**src/rtl/uart_tx_frame_sender.sv**
```systemverilog
// uart_tx_frame_sender
//   Buffers 2-byte response frames {frame_code, frame_value} in a small FIFO and
//   feeds them one byte at a time to a UART transmitter. Each byte is offered with
//   a single-cycle has_data strobe. The next byte is not offered until the
//   transmitter has gone busy, signalled done, and returned to idle.
//
//   Optional build macro: UART_TX_CHECKSUM_EN. When it is defined, a third byte
//   (frame_code ^ frame_value) is appended to every frame.
//
// Ports
//   clock, reset        rising-edge clock; asynchronous active-high reset
//   frame_valid/ready   upstream frame handshake (see note below)
//   frame_code/value    frame bytes; code is sent first
//   tx_busy, tx_done    transmitter is_transmitting / transmission_done
//   has_data            one-cycle start strobe to the transmitter
//   data_to_send        byte for the transmitter; held until the transmitter is idle again
//   fifo_count          frames currently stored (0..DEPTH)
//   overflow            sticky; set when a frame is offered while the FIFO is full
//   sender_busy         FIFO non-empty or a frame is in flight
//   state_dbg           current FSM state encoding, for observation
//
// Handshake: a frame is accepted on a rising edge where frame_valid && frame_ready.
// frame_ready depends only on fifo_count. It does not depend on frame_valid.
// A frame offered while frame_ready is low is dropped, and overflow is raised.
module uart_tx_frame_sender #(
  parameter int DEPTH  = 4,
  parameter int ADDR_W = 2
) (
  input  logic              clock,
  input  logic              reset,
  input  logic              frame_valid,
  input  logic [7:0]        frame_code,
  input  logic [7:0]        frame_value,
  output logic              frame_ready,
  input  logic              tx_busy,
  input  logic              tx_done,
  output logic              has_data,
  output logic [7:0]        data_to_send,
  output logic [ADDR_W:0]   fifo_count,
  output logic              overflow,
  output logic              sender_busy,
  output logic [2:0]        state_dbg
);

  typedef enum logic [2:0] {
    S_IDLE       = 3'd0,
    S_LOAD       = 3'd1,
    S_STROBE     = 3'd2,
    S_WAIT_START = 3'd3,
    S_WAIT_DONE  = 3'd4,
    S_WAIT_IDLE  = 3'd5
  } state_t;

  localparam logic [ADDR_W:0] FULL_COUNT = (ADDR_W + 1)'(DEPTH);

`ifdef UART_TX_CHECKSUM_EN
  localparam logic [1:0] LAST_IDX = 2'd2;
`else
  localparam logic [1:0] LAST_IDX = 2'd1;
`endif

  logic [15:0]       mem [DEPTH];
  logic [ADDR_W-1:0] wr_ptr;
  logic [ADDR_W-1:0] rd_ptr;
  logic [15:0]       frame_reg;
  logic [1:0]        byte_idx;
  logic [7:0]        cur_byte;
  state_t            state;
  logic              push;
  logic              pop;

  assign frame_ready = (fifo_count != FULL_COUNT);
  assign push        = frame_valid & frame_ready;
  assign sender_busy = (state != S_IDLE) | (fifo_count != '0);
  assign state_dbg   = state;

  // A frame is popped from the FIFO in two cases:
  //   - from IDLE, when the FIFO is not empty;
  //   - when the last byte of the current frame has fully finished and another
  //     frame is waiting. This chains frames without passing through IDLE.
  always_comb begin
    pop = 1'b0;
    case (state)
      S_IDLE:      pop = (fifo_count != '0);
      S_WAIT_IDLE: pop = !tx_done && !tx_busy && (byte_idx == LAST_IDX) &&
                         (fifo_count != '0);
      default:     pop = 1'b0;
    endcase
  end

  always_comb begin
    case (byte_idx)
      2'd0:    cur_byte = frame_reg[15:8];
`ifdef UART_TX_CHECKSUM_EN
      2'd2:    cur_byte = frame_reg[15:8] ^ frame_reg[7:0];
`endif
      default: cur_byte = frame_reg[7:0];
    endcase
  end

  // Frame storage. It has no reset; only the pointers and count define its contents.
  always_ff @(posedge clock) begin
    if (push) mem[wr_ptr] <= {frame_code, frame_value};
  end

  always_ff @(posedge clock or posedge reset) begin
    if (reset) begin
      wr_ptr     <= '0;
      rd_ptr     <= '0;
      fifo_count <= '0;
      overflow   <= 1'b0;
    end else begin
      // The pointers wrap naturally because DEPTH is a power of two.
      if (push) wr_ptr <= wr_ptr + 1'b1;
      if (pop)  rd_ptr <= rd_ptr + 1'b1;
      case ({push, pop})
        2'b10:   fifo_count <= fifo_count + 1'b1;
        2'b01:   fifo_count <= fifo_count - 1'b1;
        default: fifo_count <= fifo_count;
      endcase
      if (frame_valid && !frame_ready) overflow <= 1'b1;
    end
  end

  always_ff @(posedge clock or posedge reset) begin
    if (reset) begin
      state        <= S_IDLE;
      frame_reg    <= '0;
      byte_idx     <= '0;
      has_data     <= 1'b0;
      data_to_send <= 8'h00;
    end else begin
      has_data <= 1'b0;
      case (state)
        S_IDLE: begin
          if (pop) begin
            frame_reg <= mem[rd_ptr];
            byte_idx  <= '0;
            state     <= S_LOAD;
          end
        end
        S_LOAD: begin
          // has_data is registered, so it is high exactly during STROBE.
          data_to_send <= cur_byte;
          has_data     <= 1'b1;
          state        <= S_STROBE;
        end
        S_STROBE: state <= S_WAIT_START;
        S_WAIT_START: begin
          if (tx_busy) state <= S_WAIT_DONE;
        end
        S_WAIT_DONE: begin
          if (tx_done) state <= S_WAIT_IDLE;
        end
        S_WAIT_IDLE: begin
          // tx_done stays high for two cycles. Waiting for it to clear means
          // each strobe produces exactly one byte.
          if (!tx_done && !tx_busy) begin
            if (byte_idx != LAST_IDX) begin
              byte_idx <= byte_idx + 1'b1;
              state    <= S_LOAD;
            end else if (pop) begin
              frame_reg <= mem[rd_ptr];
              byte_idx  <= '0;
              state     <= S_LOAD;
            end else begin
              state <= S_IDLE;
            end
          end
        end
        default: state <= S_IDLE;
      endcase
    end
  end

endmodule

```
**config.mk**
```make
export PLATFORM = sky130hd
export DESIGN_NAME = uart_tx_frame_sender
export DESIGN_NICKNAME = d
export VERILOG_FILES = /design/src/rtl/uart_tx_frame_sender.sv
export SDC_FILE = /design/constraint.sdc
export NUM_CORES = 1
export LEC_CHECK = 0
export ABC_AREA = 1
export CAP_MARGIN = 15
export CORE_MARGIN = 4
export CORE_UTILIZATION = 55
export DETAILED_ROUTE_END_ITERATION = 6
export PLACE_DENSITY = 0.77
export SLEW_MARGIN = 20
export SYNTH_ARGS = -nofsm -noshare
export SYNTH_HDL_FRONTEND = slang
export SYNTH_SLANG_ARGS = --single-unit
```
**constraint.sdc**
```tcl
create_clock -name clock -period 4.28 [get_ports clock]
set_input_delay 0.642 -clock clock [delete_from_list [all_inputs] [get_ports clock]]
set_output_delay 0.642 -clock clock [all_outputs]
set_load 0.01 [all_outputs]
```
==> results.md <==
- Syn Area/Cell: approximately 11 µm²
- Number of stages on the worst setup path: 12
- Hold-fix buffers at CTS: 0
- H-tree depth: 3
- Synth top area share: between 40% and 50%
- CP dominant cell by count: inv_1
- Setup ws final: 1.67 ns
- Yosys cell types: 27
- Area delta synth->final: 16.5%
- Mapped Nets: around 390
- Port-buffer cells: 38
- Synth area leader: edfxtp_1
- Filler cell count: between 500 and 600
- NumNets Final: between 400 and 500
- Postcts setup bufs: 0
- Antenna fix cells: 0
- First-pass GRT wire length: around 13 mm
- Initial antenna violation count: 0
- Setup CP Type: input port to flop
- Setup Skew: between 0.01 and 0.015 ns
- Fin Hold WS: 0.490 ns
- CP top delay family: simple AND/OR/NAND/NOR gates
- Static Leak: 1.92 nW
- Detail Route Antenna Nets: 0
- Pre-CTS setup slack: between 1 and 1.5 ns
- Max reg flops: between 60 and 70
- RSZ-0062 raised after global routing: false
- Hold Path Class: flop to flop
- Final setup viols: 0
- Crit path max fanout: 19
- Hold Fails Final Rpt: 0
- Max-slew violations: 0
- Final Power: 3.37 mW
- RePlAce Congestion: 0.800
- Core area: 7290 µm²
- Crit. End Element: flop
- Yosys warns: 0
- M3 GR Usage: 3.75%
- Die Ht: 94.9 µm
- Num CTS Buffers: 9
- GRT met2 Usage: between 30% and 40%
- Starting density of the core: a little under three fifths
- Grt ovf: 0
- Vias: around 2800
- R2R depth: 11
- Top_reg_cell synth: edfxtp_1
- Vias in the first global route: between 2000 and 3000
- I/O pins: 39
- DP HPWL: slightly above 5 mm
- Routed WL per cell: between 15 and 20 µm
- F_max: between 300 and 400 MHz
- Clk sinks: between 100 and 150
- Reg2reg setup slack: ~1.8 ns
- Post-CTS sizing: 0
- Cell Chain, Critical Path: clkdlybuf4s50_1 > inv_1 > nand2_1 > nor2_1 > nand3_4 > nand2_4 > ha_1 > inv_1 > fa_1 > a21oi_1 > o21ai_0 > xor2_1
- End point of the critical path: fifo_count[2]
- Final core occ: approximately two thirds
- Routed wire length: about 7.8 mm
- Crit share post-route: 60.9%
- Drt via density: ~5.4
- Row Count: 31
- Largest stage delay, worst path: ~0.40 ns
- Syn Std Cell Area: between 4000 and 5000 µm²
- DR pass1 iterations: 5
- GRT Total Usage: 19.0%
- Post-synth EDFFs: 64
- Slowest-stage cell, CP: clkdlybuf4s50_1
- R2R Path End: fifo_count[2]
- Reg clk slew, reported paths: around 0.10 ns
- CTS tree: built
- DRC: 0
- DR iter-0 viols: between 200 and 300
- Setup crit start kind: input port
- Area of the die: roughly 9000 µm²
- PD cells: about 700 nW/µm²
- Post-synthesis cell count: around 370
- Count leader, synth: edfxtp_1
- Critical Path RT: around 4.5 ns
- Share of layout cells above drive strength 1: ~7.3%
- Most frequent cells after synthesis: edfxtp_1 (64), nand2_1 (59), nor2_1 (52), o21ai_0 (52), dfrtp_1 (38)
- Setup crit start: tx_busy
- Max Cap Violations: 0
- R2R Path Start: state_dbg[0]
- Total negative slack: 0 ns
- Top cells by area, synth: edfxtp_1 (46%), dfrtp_1 (23%), o21ai_0 (6.3%), nand2_1 (5.3%), nor2_1 (4.7%)
- Seq/Total Area, Yosys: between 60% and 70%
- Clk buf depth: 2
- Worst VDD drop: between 300 and 400 µV
- WP data arrival: 2.86 ns
- GR peak layer: met2
- Crit path buf inv count: 3
- GR Layer Usage met1: 24.6%
- Clock latency on the worst-skew pair: between 0.3 and 0.4 ns
- Status: finished clean
- CTS Root Cell: clkbuf_8
- Slew margin rel.: slightly below 40%
- Largest net degree at the start of global routing: 39
- Post-synthesis register bit count: 102
- Async S/R FF share, synth: 37.3%
- Worst slew pin tran: 0.909 ns
- Die W: approximately 95 µm
- Tmin final: ~2.6 ns
-- per-stage QoR --
step,instances,area (µm²)
after floorplan,366,4160
after global placement,496,4630
after detailed placement,496,4630
after CTS,512,4840
after global routing,512,4840
final,512,4840
-- kinds of logic after synthesis --
group | count (synthesis) | synth area share [%]
AO/OA/AOI/OAI | 72 | 9.27
XOR/XNOR | 5 | 1.05
adder cells (fa/ha/maj) | 6 | 1.99
buffers and inverters | 40 | 4.19
flip-flops | 102 | 69.1
AND/OR/NAND/NOR | 141 | 14.4
-- final cells by class --
cell class                      count  area, µm²  share of cell area, %
Clock buffer                        9        124                   2.56
Clock inverter                      7       86.3                   1.78
Inverter                           27        101                   2.09
Multi-Input combinational cell    224       1110                   22.9
Sequential cell                   102       2870                   59.3
Tap cell                           99        124                   2.56
Timing Repair Buffer               44        425                   8.79
-- cell usage in the layout, fill, tap and decap left out, types with 2 or more instances in the layout --
cell type	instances
a21oi_1	2
buf_4	6
clkbuf_8	9
clkdlybuf4s50_1	38
dfrtp_1	38
edfxtp_1	64
ha_1	5
inv_1	25
inv_2	2
inv_6	2
inv_8	2
nand2_1	59
nand2_2	2
nand3_1	22
nor2_1	52
o21ai_0	52
o22ai_1	16
xor2_1	4
-- worst min path at each step --
stage / slack, ns / end / start / depth (start not counted)
floorplan: 0.47 / frame_reg[0] / frame_reg[0] / 2
global placement: 0.46 / overflow / overflow / 1
detailed placement: 0.47 / data_to_send[1] / data_to_send[1] / 2
CTS: 0.50 / data_to_send[6] / data_to_send[6] / 2
global route: 0.52 / data_to_send[0] / data_to_send[0] / 2
finish: 0.49 / data_to_send[1] / data_to_send[1] / 2
-- power breakdown --
| part | switching (mW) | internal, mW |
|---|---|---|
| clock network | 0.350 | 0.284 |
| registers | 0.152 | 1.35 |
| logic | 0.766 | 0.466 |
-- worst reg2reg max path, cell delays in order (launching register included) --
cell and delay [ns]:
dfrtp_1 0.45, inv_1 0.11, nand2_1 0.05, nor2_1 0.15
nand2_2 0.25, nand2_4 0.28, ha_1 0.18, inv_1 0.07
fa_1 0.38, a21oi_1 0.15, o21ai_0 0.12, xor2_1 0.15
-- per-layer routing --
metal  routed length, µm  vias up  share of wire, %
li1                    -     1340                 -
met1                3330     1316                43
met2                3840       78                49
met3                 422       16               5.4
met4                 167        0               2.2
met5                   0        -                 0
Power figures use the tool's default switching activity.
